`src/rtl/tdm_scan_mux_pkg.sv`:
```
// Shared types for the TDM scan multiplexer: mode encoding and control FSM states.
package tdm_scan_mux_pkg;

  typedef enum logic [1:0] {
    MODE_MANUAL = 2'd0,
    MODE_SCAN   = 2'd1,
    MODE_MASKED = 2'd2,
    MODE_HOLD   = 2'd3
  } mode_e;

  typedef enum logic [1:0] {
    ST_IDLE  = 2'd0,
    ST_RUN   = 2'd1,
    ST_DRAIN = 2'd2
  } state_e;

endpackage

```
`src/rtl/rr_next_ch.sv`:
```
// Circular priority search: first set mask bit at or after ptr, wrapping modulo NCH.
module rr_next_ch #(
  parameter int SEL_W = 4,
  parameter int NCH   = 2**SEL_W
) (
  input  logic [SEL_W-1:0] ptr,
  input  logic [NCH-1:0]   mask,
  output logic [SEL_W-1:0] idx,
  output logic             found
);

  logic [SEL_W-1:0] c;

  // Walk from the farthest offset down so the nearest hit is the last to write.
  always_comb begin
    idx   = '0;
    found = 1'b0;
    c     = '0;
    for (int i = NCH-1; i >= 0; i--) begin
      c = ptr + i[SEL_W-1:0];
      if (mask[c]) begin
        idx   = c;
        found = 1'b1;
      end
    end
  end

endmodule

```
`src/rtl/tdm_scan_mux.sv`:
```
// Time-division channel multiplexer with manual, sequential and masked scan modes
// feeding a single-entry valid/ready output register.
module tdm_scan_mux
  import tdm_scan_mux_pkg::*;
#(
  parameter int SEL_W  = 4,
  parameter int DATA_W = 8,
  localparam int NCH   = 2**SEL_W
) (
  input  logic                  clk,
  input  logic                  rst_n,
  input  logic [NCH*DATA_W-1:0] in,
  input  logic [NCH-1:0]        ch_en,
  input  logic [1:0]            mode,
  input  logic [SEL_W-1:0]      sel_in,
  input  logic                  start,
  input  logic                  stop,
  input  logic                  out_ready,
  output logic                  out_valid,
  output logic [DATA_W-1:0]     out_data,
  output logic [SEL_W-1:0]      out_ch,
  output logic                  scan_wrap
);

  state_e           state, state_nxt;
  mode_e            md;
  logic [SEL_W-1:0] ptr;
  logic [NCH-1:0]   mask;
  logic [SEL_W-1:0] rr_idx, ld_ch;
  logic             rr_found, slot_free, load;

  assign md        = mode_e'(mode);
  assign mask      = (md == MODE_MASKED) ? ch_en : '1;
  assign slot_free = !out_valid || out_ready;
  assign ld_ch     = (md == MODE_MANUAL) ? sel_in : rr_idx;
  assign load      = (state == ST_RUN) && slot_free && (md != MODE_HOLD) &&
                     ((md == MODE_MANUAL) || rr_found);

  rr_next_ch #(.SEL_W(SEL_W), .NCH(NCH)) u_rr (
    .ptr   (ptr),
    .mask  (mask),
    .idx   (rr_idx),
    .found (rr_found)
  );

  // stop has priority over start in every state
  always_comb begin
    state_nxt = state;
    case (state)
      ST_IDLE:  if (!stop && start) state_nxt = ST_RUN;
      ST_RUN:   if (stop) state_nxt = ST_DRAIN;
      ST_DRAIN: if (slot_free) state_nxt = ST_IDLE;
      default:  state_nxt = ST_IDLE;
    endcase
  end

  always_ff @(posedge clk or negedge rst_n) begin
    if (!rst_n) state <= ST_IDLE;
    else        state <= state_nxt;
  end

  always_ff @(posedge clk or negedge rst_n) begin
    if (!rst_n) begin
      ptr       <= '0;
      out_valid <= 1'b0;
      out_data  <= '0;
      out_ch    <= '0;
      scan_wrap <= 1'b0;
    end else if (slot_free) begin
      out_valid <= load;
      if (load) begin
        ptr       <= ld_ch + 1'b1;
        out_data  <= in[ld_ch*DATA_W +: DATA_W];
        out_ch    <= ld_ch;
        scan_wrap <= (md != MODE_MANUAL) && (ld_ch == SEL_W'(NCH-1));
      end
    end
  end

endmodule

```
`config.mk`:
```
export PLATFORM = sky130hd
export DESIGN_NAME = tdm_scan_mux
export DESIGN_NICKNAME = d
export VERILOG_FILES = /design/src/rtl/tdm_scan_mux_pkg.sv /design/src/rtl/rr_next_ch.sv /design/src/rtl/tdm_scan_mux.sv
export SDC_FILE = /design/constraint.sdc
export NUM_CORES = 1
export LEC_CHECK = 0
export CAP_MARGIN = 15
export CORE_MARGIN = 3
export CORE_UTILIZATION = 40
export CTS_BUF_LIST = sky130_fd_sc_hd__clkbuf_16
export CTS_CLUSTER_SIZE = 12
export DETAILED_ROUTE_END_ITERATION = 8
export PLACE_DENSITY_LB_ADDON = 0.12
export REMOVE_ABC_BUFFERS = 1
export SYNTH_ARGS = -nofsm -noshare
export SYNTH_HDL_FRONTEND = slang
export SYNTH_HIERARCHICAL = 1
export SYNTH_SLANG_ARGS = --single-unit
export TNS_END_PERCENT = 50
```
`constraint.sdc`:
```
create_clock -name clk -period 10.7 [get_ports clk]
set_clock_uncertainty 0.1 [all_clocks]
set_input_delay 1.07 -clock clk [delete_from_list [all_inputs] [get_ports clk]]
set_output_delay 1.07 -clock clk [all_outputs]
set_load 0.01 [all_outputs]
```
After elaboration in Yosys (flattened, before gate mapping)

Cells that the tools add are included.

Add/sub/neg operators: 16
Magnitude comparators: 16
Equality and inequality tests: 8
Shift operators: 1
Mux-type cells: 70
Reductions and logical operators: 14

Operator list:

| cell                                                       | number |
|---|---|
| indexed part select 128 x 8 -> 8 bit                       | 1 |
| less-than comparator 4 x 5 -> 1 bit, second input constant | 16 |
| 2-to-1 mux 4 bit                                           | 17 |
| binary-select mux 1 bit (select 4 bit)                     | 16 |
| adder 4 bit, second input constant                         | 8 |
| 2-to-1 mux 1 bit                                           | 32 |
| adder 4 x 3 -> 4 bit, second input constant                | 4 |
| 2-to-1 mux 16 bit                                          | 1 |
| adder 4 x 1 -> 4 bit, second input constant                | 2 |
| adder 4 x 2 -> 4 bit, second input constant                | 2 |
| inequality test 2 bit, second input constant               | 4 |
| 2-to-1 mux 2 bit                                           | 3 |
| case mux 2 bit (3 select lines)                            | 1 |
| logical AND 1 bit                                          | 5 |
| == test 2 bit, second input constant                       | 2 |
| == test 4 bit, second input constant                       | 1 |
| logical NOT 2 bit                                          | 2 |
| AND reduction 3 bit                                        | 1 |
| == test 2 x 1 -> 1 bit, second input constant              | 1 |
| logical NOT 1 bit                                          | 2 |
| logical OR 1 bit                                           | 2 |
| AND reduction 2 bit                                        | 1 |
| nonzero test 2 bit                                         | 1 |

Flip-flop bits (word level): 20
Input port bits: 155
Output and inout bits: 14
Word-level logic and storage cells: 131

Logic depth before layout (Yosys ltp)

Gate-level depths: netlist of the first run.

Depth in word-level cells: 23
Mapped depth: 24
Depth with buffers taken out: 16

Cells and area by module

The synthesis of the first run kept the hierarchy.

By module, submodules not included:

| module       | instances | cells each | area an instance (um^2) | seq. area each (um^2) |
|---|---|---|---|---|
| rr_next_ch   | 1         | 257        | 2384.8                  | 0.0 |
| tdm_scan_mux | 1         | 297        | 2304.7                  | 500.5 |

Worst setup path after synthesis of the first run

No wires, ideal clock.

Kind: input -> register
Start point: input port mode[1]
End point: register out_data[0]
Library setup time: 0.126 ns
Arrival: 5.340 ns
Required time: 10.474 ns
Path slack: 5.134 ns
Cell stages on the path: 17
Path through: buf_2 > nor2b_1 > clkbuf_1 > nand2b_1 > mux4_2 > mux4_2 > o31a_1 > a2111oi_2 > a21oi_1 > o21a_1 > buf_2 > nor2_4 > inv_2 > buf_2 > a2111oi_0 > and4b_1 > o32a_1

Elaborated cells between the ends (all ways): 74
Those cells by class: 2 x eq/ne; 1 x shift; 66 x mux; 5 x reduce/logical

RTL lines:

| item                                     | RTL line           | RTL |
|---|---|---|
| start: declaration                       | tdm_scan_mux.sv:14 | `input logic [1:0] mode,` |
| == test 2 bit (*)                        | tdm_scan_mux.sv:33 | `assign mask = (md == MODE_MASKED) ? ch_en : '1;` |
| 2-to-1 mux 16 bit (*)                    | tdm_scan_mux.sv:33 |  |
| named net mask[5]                        | tdm_scan_mux.sv:28 | `logic [NCH-1:0] mask;` |
| binary-select mux 1 bit (select 4 bit)   | rr_next_ch.sv:21   | `if (mask[c]) begin` |
| 2-to-1 mux 1 bit (not written as such)   | rr_next_ch.sv:21   |  |
| 2-to-1 mux 4 bit (15 in series)          | rr_next_ch.sv:21   |  |
| 2-to-1 mux 4 bit (*)                     | rr_next_ch.sv:21   |  |
| named net rr_idx[0]                      | tdm_scan_mux.sv:29 | `logic [SEL_W-1:0] rr_idx, ld_ch;` |
| 2-to-1 mux 4 bit (*)                     | tdm_scan_mux.sv:35 | `assign ld_ch = (md == MODE_MANUAL) ? sel_in : rr_idx;` |
| indexed part select 128 x 8 -> 8 bit (*) | tdm_scan_mux.sv:73 | `out_data <= in[ld_ch*DATA_W +: DATA_W];` |
| end signal: assignment                   | tdm_scan_mux.sv:73 |  |
| end: declaration                         | tdm_scan_mux.sv:20 | `output logic [DATA_W-1:0] out_data,` |

Mark *: on every way through the listed nets, which the timed path passes. The rest lies on a longest branch. The select of a mux whose other input is x is not followed.
A chain may end at the register's enable or synchronous reset.

Final worst setup path of the first run

Start point: input port mode[1]
End point: register out_data[3]

The elaborated chain is that of the path after synthesis.

==> flow_metrics.tcl, run 1 <==
set metrics [dict create \
    antenna_found_initial 0 \
    drc 0 \
    use_met1_pct 41.8 \
    synth_compound_area_share_pct 26.7 \
    cts_tree "done" \
    period_share_pct 71.7 \
    end_kind "flip-flop" \
    min_to "state[0]$_DFFE_PN0P_" \
    p_leak_nw 2.33 \
    grtUsageTotal_pct 27.6 \
    synth_area_leaders "mux4_2 14%, dfrtp_1 11%, mux2i_1 9.2%" \
    dr.pass1.iters 5 \
    drt_iter0_drc 503 \
    synth_top_area_cell "mux4_2" \
    gp_congestion 1.04 \
    peakVddDrop_v 0.000213 \
    setup_viol 0 \
    synth_top_area_share_pct 13.9 \
    clk_pin_slew_ns 0.06 \
    top_usage_layer "met1" \
    finalPower_mw 1.72 \
    yosysSeqAreaShare_pct 10.7 \
    cp.required_ns 10.74 \
    yosys_most_used_dff "dfrtp_1" \
    design_area_sq_mm 0.00645 \
    hold_buffers 0 \
    fin_nets 855 \
    synth_edf_count 0 \
    hold_depth 1 \
    async_flop_share_pct 100 \
    muxShareOfSynthArea_pct 30.5 \
    status "finished, final reports clean" \
    clk_latency_ns 0.25 \
    hold_class "reg2reg" \
    clockBufferDepth 2 \
    arrival_ns 7.70 \
    die_h_um 114 \
    synth.avg_cell_area_sq_um 8.46 \
    powerDensity_mw_per_mm2 266 \
    hpwl_um 14700 \
    rsz0062_at_grt "no" \
    crit_start "mode[1]" \
    hp-start "state[1]$_DFFE_PN0P_" \
    die_x_um 114 \
    grt_pass1_wl_um 28800 \
    period_needed_ns 7.67 \
    drv_slew 0 \
    yosys_warnings 6 \
    post-cts-setup-buffers 0 \
    clk_root_buffer_cell "clkbuf_16" \
    die_area_sq_mm 0.0131 \
    num_vias 5368 \
    area_growth_pct 37.6 \
    reg2reg_from "ptr[2]$_DFFE_PN0P_" \
    grt_pass1_vias 5246 \
    synthAdderAreaFrac_pct 2.35 \
    htreeDepth 1 \
    use_met3_pct 6.71 \
    worstMarginPinSlew_ns 1.15 \
    reg2reg_to "out_data[3]$_DFFE_PN0P_" \
    cts.sinks 20 \
    vias_per_cell 6.46 \
    gr-usage-met2_pct 40.4 \
    postRouteAntennaNets 0 \
    ios 169 \
    fin_util_pct 58.0 \
    portBuffers 168 \
    rr_worst_depth 14 \
    netlist_instances 554 \
    placed_cell_area_sq_mm 0.00637 \
    drive_gt1_share_pct 13.2 \
    startpoint_type "input port" \
    rows 38 \
    core_area_sq_mm 0.0111 \
    initial_core_util_pct 42.2 \
    synth-simple-area-share_pct 20.5 \
    numCtsBuffers 3 \
    post_cts_resize_count 0 \
    maxCapViolations 0 \
    path_class "in2reg" \
    r2r_slack_ns 4.60 \
    grt_max_degree 33 \
    synth_top_family_by_area "multiplexers" \
    netlist_area_sq_mm 0.00469 \
    diodes 0 \
    hold_viol 0 \
    synth.distinct_cells 78 \
    ys_ff_latch 20 \
    avgRoutedWirePerCell_um 22.3 \
    routed_wl_um 18500 \
    timing.slew.headroom_pct 23.2 \
    grt_overflow 0 \
    fmax_mhz 130 \
    fin_setup_tns_ns 0 \
    synthXorXnorAreaFrac_pct 3.50 \
    crit_fanout 25 \
]
[per-stage QoR]
stage,setup slack [ns],std cells,hold WS [ns]
CTS,3.13,831,0.364
global placement,3.22,827,0.349
global route,2.55,831,0.395
detailed placement,2.89,827,0.356
finish,3.03,831,0.361
floorplan,4.63,512,0.333
[where the power goes]
group / leakage (nW) / switching, mW / total [mW] / internal, mW
logic: 2.05 / 0.893 / 1.52 / 0.622
registers: 0.235 / 0.0167 / 0.124 / 0.107
clock network: 0.0385 / 0.0288 / 0.0786 / 0.0498
total: 2.33 / 0.939 / 1.72 / 0.778
[state kept, by name (all words and copies together), names as in the netlist]
signal     flops
out_valid      1
ptr            4
scan_wrap      1
out_ch         4
state          2
out_data       8
[cells by family (layout without fill, tap and decap cells)]
group,after synthesis,after routing
buffers and inverters,54,191
AND/OR/NAND/NOR,177,177
flip-flops,20,20
XOR/XNOR,14,14
multiplexers,101,101
adder cells (fa/ha/maj),9,9
AO/OA/AOI/OAI,179,179
[synthesized netlist by cell type, types with 16 or more instances]
master / number
mux2i_1: 43
nand2_1: 36
clkbuf_1: 17
mux2_2: 24
dfrtp_1: 20
a21oi_1: 35
nor2_1: 23
nand2b_1: 21
o21ai_0: 37
nand3_1: 45
mux4_2: 29
buf_2: 16
[worst max path at each step]
stage	to	slack, ns	cells after the start
floorplan	out_data[0]$_DFFE_PN0P_	4.63	13
global placement	out_data[7]$_DFFE_PN0P_	3.22	16
detailed placement	out_data[3]$_DFFE_PN0P_	2.89	16
CTS	out_data[3]$_DFFE_PN0P_	3.13	16
global route	out_data[3]$_DFFE_PN0P_	2.55	16
finish	out_data[3]$_DFFE_PN0P_	3.03	16
[metal layers]
layer	share of wire, %	routed length (um)
met1	44	8220
met2	45	8280
met3	9.9	1840
met4	1.1	210
met5	0	0
[layout make-up]
type	instances	area, sq um
fill	963	4670
clock inverter	1	3.75
sequential	20	500
tap	140	175
clock buffer	3	75.1
multi-input combinational	480	3920
inverter	12	45.0
timing repair buffer	175	1730
[cells in the final DEF, fill, tap and decap left out, types with 3 or more instances in the layout]
cell type	count
a211oi_1	12
clkdlybuf4s50_1	168
and4b_1	6
o21ai_1	4
a32o_1	7
a21oi_1	35
nand3_1	45
mux2i_1	43
nor3_1	7
nor2b_1	4
buf_4	7
o22ai_1	4
o2111ai_1	3
xor2_1	4
o31ai_1	5
nand2_1	36
a2111oi_0	9
mux2i_2	4
o32a_1	7
o211ai_1	5
o221ai_1	9
ha_1	8
nand2b_1	21
inv_1	8
mux4_2	29
and3_1	12
xnor2_2	3
a21o_1	3
dfrtp_1	20
mux2_2	24
nor3b_1	3
xnor2_1	6
inv_2	3
clkbuf_16	3
nor2_1	22
a31oi_1	9
o21a_1	4
o211a_1	3
o21ai_0	37
[worst max-delay path, stage by stage]
cell,delay [ns]
clkdlybuf4s50_1,0.80
nor2b_1,0.80
nand2b_1,0.34
mux4_2,0.62
mux2i_1,0.34
mux2i_1,0.23
and2_1,0.22
o31a_1,0.29
a2111oi_2,0.35
a21oi_1,0.17
o21a_1,0.33
nor2_4,0.71
inv_2,0.37
a2111oi_0,0.44
and4b_1,0.27
o32a_1,0.34
(Power assumes the default switching activity.)
==> run 2: changes to the inputs <==
==> constraint.sdc (replaced) <==
create_clock -name clk -period 7.51 [get_ports clk]
set_clock_uncertainty 0.1 [all_clocks]
set_input_delay 0.751 -clock clk [delete_from_list [all_inputs] [get_ports clk]]
set_output_delay 0.751 -clock clk [all_outputs]
set_load 0.01 [all_outputs]
==> run 2 against run 1 <==
Sequential power is 42% higher. Critical path depth is 2 higher. Clock power is 40% higher. Hold slack better by 0.0069 ns. Count of clock-buffer cells in the layout stayed put. Non-clock buffer count is 5 higher. Core utilization is 0.34 points higher. Critical path type unchanged. Cell count is 0.60% higher. Largest cell class unchanged. Die area stayed put. Worst setup slack worse by 2.0 ns. Sequential share of layout area hardly changed. First-iteration DRC count is 8.2% lower.
==> flow_metrics.tcl, run 2 (synthesized netlist as in run 1, its figures left out) <==
set metrics [dict create \
    status "finished, final reports clean" \
    startpoint_type "input port" \
    path_class "in2reg" \
    setup_viol 0 \
    hold_buffers 0 \
    rsz0062_at_grt "no" \
    largest_reg_flops 8 \
    core_area_sq_mm 0.0111 \
    fill_cells 1028 \
    regMostFlops "out_data" \
    min_to "state[0]$_DFFE_PN0P_" \
    reg_top3 "out_data (8), out_ch (4), ptr (4)" \
    rr_worst_depth 16 \
    r2r_slack_ns 1.77 \
    routed_wl_um 18800 \
    p_sw_mw 1.34 \
    clk_latency_ns 0.25 \
    dp_slack_ns 0.871 \
    numCtsBuffers 3 \
    hold_depth 1 \
    cts_tree "done" \
    grtUsageTotal_pct 27.8 \
    worstMarginPinSlew_ns 1.13 \
    hold_viol 0 \
    drc 0 \
    die_area_sq_mm 0.0131 \
    rows 38 \
    hold_class "reg2reg" \
    dr.pass1.iters 5 \
    die_h_um 114 \
    peakVddDrop_v 0.000316 \
    initial_core_util_pct 42.2 \
    clk_root_buffer_cell "clkbuf_16" \
    grt_pass1_wl_um 29100 \
    multi_input_area_sq_mm 0.00392 \
    final_cell_mix "168 x clkdlybuf4s50_1, 45 x nand3_1, 43 x mux2i_1" \
    cts.sinks 20 \
    num_vias 5457 \
    die_x_um 114 \
    htreeDepth 1 \
    clk_pin_slew_ns 0.06 \
    grt_overflow 0 \
    period_needed_ns 6.47 \
    internal-power_mw 1.12 \
    pwr-share-seq_pct 7.1 \
    diodes 0 \
    drive_gt1_share_pct 13.8 \
    cp.required_ns 7.54 \
    seq_area_sq_um 500 \
    hp-start "state[1]$_DFFE_PN0P_" \
    postRouteAntennaNets 0 \
    arrival_ns 6.50 \
    post-cts-setup-buffers 0 \
    hpwl_um 15000 \
    avgRoutedWirePerCell_um 22.4 \
    drt_iter0_drc 462 \
    crit_fanout 23 \
    switching_share_pct 54.4 \
    vias_per_cell 6.53 \
    fin_util_pct 58.3 \
    powerDensity_mw_per_mm2 380 \
    gp_congestion 1.04 \
    reg2reg_from "ptr[1]$_DFFE_PN0P_" \
    post_cts_resize_count 0 \
    ios 169 \
    period_share_pct 86.2 \
    fmax_mhz 155 \
    reg2reg_to "out_data[7]$_DFFE_PN0P_" \
    finalPower_mw 2.47 \
    fin_setup_tns_ns 0 \
    pwr-share-clk_pct 4.4 \
    grt_pass1_vias 5224 \
    combPwrFrac_pct 88.4 \
    clockBufferDepth 2 \
    fin_nets 860 \
    p_leak_nw 2.35 \
    grt_max_degree 33 \
    end_kind "flip-flop" \
    portBuffers 168 \
    worst_slack_ns 1.04 \
    timing.slew.headroom_pct 24.5 \
    drv_slew 0 \
    area_growth_pct 38.4 \
    antenna_found_initial 0 \
    maxCapViolations 0 \
    layout_commonest_cell "clkdlybuf4s50_1" \
    worst_hold_slack_ns 0.368 \
]
run 2: changes by cell type in the layout (fill, tap and decap cells not counted), sizes merged:
| cell | delta |
|---|---|
| buf | +5 |
run 2: layout make-up:
cell class	instances	area share (%)
multi-input cells	480	60.4
repair buffers	180	27.3
flip-flops and latches	20	7.71
well taps	140	2.70
clock buffers	3	1.16
inverters	12	0.694
clock inverters	1	0.0578
run 2: worst max-delay path by stage:
stage | start | end | slack [ns] | cells after the start
after floorplan | ptr[1]$_DFFE_PN0P_ | out_data[0]$_DFFE_PN0P_ | 1.44 | 13
after global placement | mode[1] | out_data[7]$_DFFE_PN0P_ | 1.10 | 18
after detailed placement | mode[1] | out_data[7]$_DFFE_PN0P_ | 0.87 | 18
after CTS | mode[1] | out_data[7]$_DFFE_PN0P_ | 1.11 | 18
after global routing | mode[1] | out_data[7]$_DFFE_PN0P_ | 0.61 | 18
final | mode[1] | out_data[7]$_DFFE_PN0P_ | 1.04 | 18
run 2: routing by layer:
layer | routed length (um) | vias to the layer above | track usage (%) | part of all wire [%]
met1 | 8100 | 2605 | 42.6 | 43
met4 | 234 | 0 | 3.72 | 1.2
met3 | 1760 | 22 | 4.33 | 9.4
met2 | 8670 | 343 | 42.0 | 46
li1 | - | 2487 | - | -
met5 | 0 | - | 0 | 0
run 2: metrics by stage:
stage                     instances  cell area [sq um]
final                           836               6490
after global routing            836               6490
after CTS                       836               6490
after detailed placement        832               6410
after global placement          832               6410
after floorplan                 512               4460
run 2: power by group through the flow:
stage          combinational [mW]  sequential, mW  clock [mW]
2_1_floorplan                1.38           0.274           0
3_3_place_gp                 2.12           0.175           0
4_1_cts                      2.14           0.176       0.112
3_5_place_dp                 2.13           0.177           0
6_report                     2.18           0.176       0.110
5_1_grt                      2.35           0.180       0.116
run 2: worst max-delay path, stage by stage:
cell             delay [ns]
clkdlybuf4s50_1        0.80
nor2b_1                0.20
buf_4                  0.22
nand2b_1               0.21
mux4_2                 0.53
mux2_2                 0.33
mux2i_1                0.38
nand2_1                0.13
o31a_1                 0.27
a2111oi_2              0.38
a21oi_1                0.17
o21a_1                 0.34
nor2_4                 0.21
buf_4                  0.35
inv_2                  0.25
a2111oi_0              0.32
and4b_1                0.28
o32a_1                 0.35
==> run 3: changes to the inputs <==
--- a/config.mk
+++ b/config.mk
@@ -11,7 +11,7 @@
 export CTS_BUF_LIST = sky130_fd_sc_hd__clkbuf_16
 export CTS_CLUSTER_SIZE = 12
 export DETAILED_ROUTE_END_ITERATION = 8
-export PLACE_DENSITY_LB_ADDON = 0.12
+export PLACE_DENSITY = 0.73
 export REMOVE_ABC_BUFFERS = 1
 export SYNTH_ARGS = -nofsm -noshare
 export SYNTH_HDL_FRONTEND = slang
==> constraint.sdc (replaced) <==
create_clock -name clk -period 7.51 [get_ports clk]
set_clock_uncertainty 0.1 [all_clocks]
set_input_delay 0.751 -clock clk [delete_from_list [all_inputs] [get_ports clk]]
set_output_delay 0.751 -clock clk [all_outputs]
set_load 0.005 [all_outputs]
==> run 3 against run 2 <==
Sequential share of layout area about the same. Combinational power about the same. Critical path type unchanged. Largest cell class unchanged. Count of clock-buffer cells in the layout unchanged. Critical endpoint is now out_data[1]$_DFFE_PN0P_. Clock power up 34%.
==> flow_metrics.tcl, run 3 (synthesized netlist as in run 1, its figures left out) <==
set metrics [dict create \
    status "finished, final reports clean" \
    core_area_sq_mm 0.0111 \
    clk_root_buffer_cell "clkbuf_16" \
    worstMarginPinSlew_ns 1.02 \
    grtUsageTotal_pct 28.1 \
    die_x_um 114 \
    grt_overflow 0 \
    hold_buffers 0 \
    timing.slew.headroom_pct 31.9 \
    die_h_um 114 \
    dr.pass1.iters 5 \
    fmax_mhz 156 \
    gp_congestion 0.962 \
    drt_iter0_drc 649 \
    layout_commonest_cell "clkdlybuf4s50_1" \
    peakVddDrop_v 0.000287 \
    diodes 0 \
    period_needed_ns 6.39 \
    powerDensity_mw_per_mm2 384 \
    largest_reg_flops 8 \
    area_growth_pct 38.9 \
    routed_wl_um 19100 \
    drv_slew 0 \
    r2r_slack_ns 1.60 \
    fin_setup_tns_ns 0 \
    post_cts_resize_count 0 \
    p_leak_nw 2.37 \
    num_vias 5489 \
    grt_pass1_vias 5275 \
    hold_viol 0 \
    ios 169 \
    crit_fanout 16 \
    combPwrFrac_pct 87.0 \
    clockBufferDepth 2 \
    hold_class "reg2reg" \
    cts_tree "done" \
    die_area_sq_mm 0.0131 \
    arrival_ns 6.48 \
    reg_top3 "out_data (8), out_ch (4), ptr (4)" \
    fin_util_pct 58.6 \
    pwr-share-seq_pct 7.1 \
    maxCapViolations 0 \
    cp.required_ns 7.60 \
    internal-power_mw 1.16 \
    worst_hold_slack_ns 0.367 \
    grt_max_degree 33 \
    final_cell_mix "168 x clkdlybuf4s50_1, 45 x nand3_1, 43 x mux2i_1" \
    numCtsBuffers 3 \
    htreeDepth 1 \
    startpoint_type "input port" \
    postRouteAntennaNets 0 \
    fin_nets 860 \
    clk_latency_ns 0.25 \
    initial_core_util_pct 42.2 \
    cts.sinks 20 \
    avgRoutedWirePerCell_um 22.8 \
    portBuffers 168 \
    pwr-share-clk_pct 5.9 \
    setup_viol 0 \
    regMostFlops "out_data" \
    drive_gt1_share_pct 13.8 \
    switching_share_pct 53.6 \
    grt_pass1_wl_um 29100 \
    post-cts-setup-buffers 0 \
    hpwl_um 15500 \
    p_sw_mw 1.34 \
    dp.cells 832 \
    path_class "in2reg" \
    rows 38 \
    drc 0 \
    end_kind "flip-flop" \
    fin_cells 836 \
    period_share_pct 85.1 \
    rsz0062_at_grt "no" \
    dp_slack_ns 1.00 \
    worst_slack_ns 1.12 \
    clk_pin_slew_ns 0.06 \
    antenna_found_initial 0 \
    vias_per_cell 6.57 \
]
## run 3: worst paths after layout
| check | startpoint | to | cells past startpoint |
|---|---|---|---|
| worst max-delay path | mode[1] | out_data[1]$_DFFE_PN0P_ | 16 |
| worst min-delay path | state[1]$_DFFE_PN0P_ | state[0]$_DFFE_PN0P_ | 1 |
| worst max register to register | ptr[1]$_DFFE_PN0P_ | out_data[1]$_DFFE_PN0P_ | 14 |
| worst min register to register | state[1]$_DFFE_PN0P_ | state[0]$_DFFE_PN0P_ | 1 |
| max in group asynchronous | rst_n | out_data[6]$_DFFE_PN0P_ | 1 |
| min in group asynchronous | rst_n | state[0]$_DFFE_PN0P_ | 1 |
## run 3: power groups by stage
stage | Clock (mW) | Sequential (mW) | Combinational (mW)
floorplan | 0 | 0.262 | 1.38
global placement | 0 | 0.176 | 2.14
detailed placement | 0 | 0.178 | 2.12
CTS | 0.149 | 0.177 | 2.13
global route | 0.153 | 0.183 | 2.32
finish | 0.147 | 0.177 | 2.18
## run 3: critical path, stage by stage
cell and delay, ns:
clkdlybuf4s50_1 0.81, nor2b_1 0.20, buf_4 0.22, nand2b_1 0.20, mux4_2 0.56, mux2_2 0.33, mux2i_2 0.49, nand2b_4 0.15
a2111oi_2 0.24, o221ai_1 0.17, o211a_1 0.34, o21ai_0 0.14, a21boi_1 0.84, a2111oi_0 0.20, nor4_1 0.58, o32a_1 0.25
## run 3: layout make-up
class / instances / area, sq um
multi-input combinational: 480 / 3920
tap: 140 / 175
fill: 965 / 4610
clock buffer: 3 / 75.1
clock inverter: 1 / 30.0
timing repair buffer: 180 / 1770
sequential: 20 / 500
inverter: 12 / 45.0
## run 3: through the flow
| step | power, mW | area [sq um] |
|---|---|---|
| 2_1_floorplan | 1.64 | 4460 |
| 3_3_place_gp | 2.32 | 6410 |
| 3_5_place_dp | 2.29 | 6410 |
| 4_1_cts | 2.45 | 6520 |
| 5_1_grt | 2.66 | 6520 |
| 6_report | 2.50 | 6520 |
## run 3: metal layers
metal  global-route usage (%)  part of all wire, %
met4                     3.96                  1.4
met3                     3.54                  7.8
met5                        0                    0
met2                     44.7                   47
met1                     41.6                   44
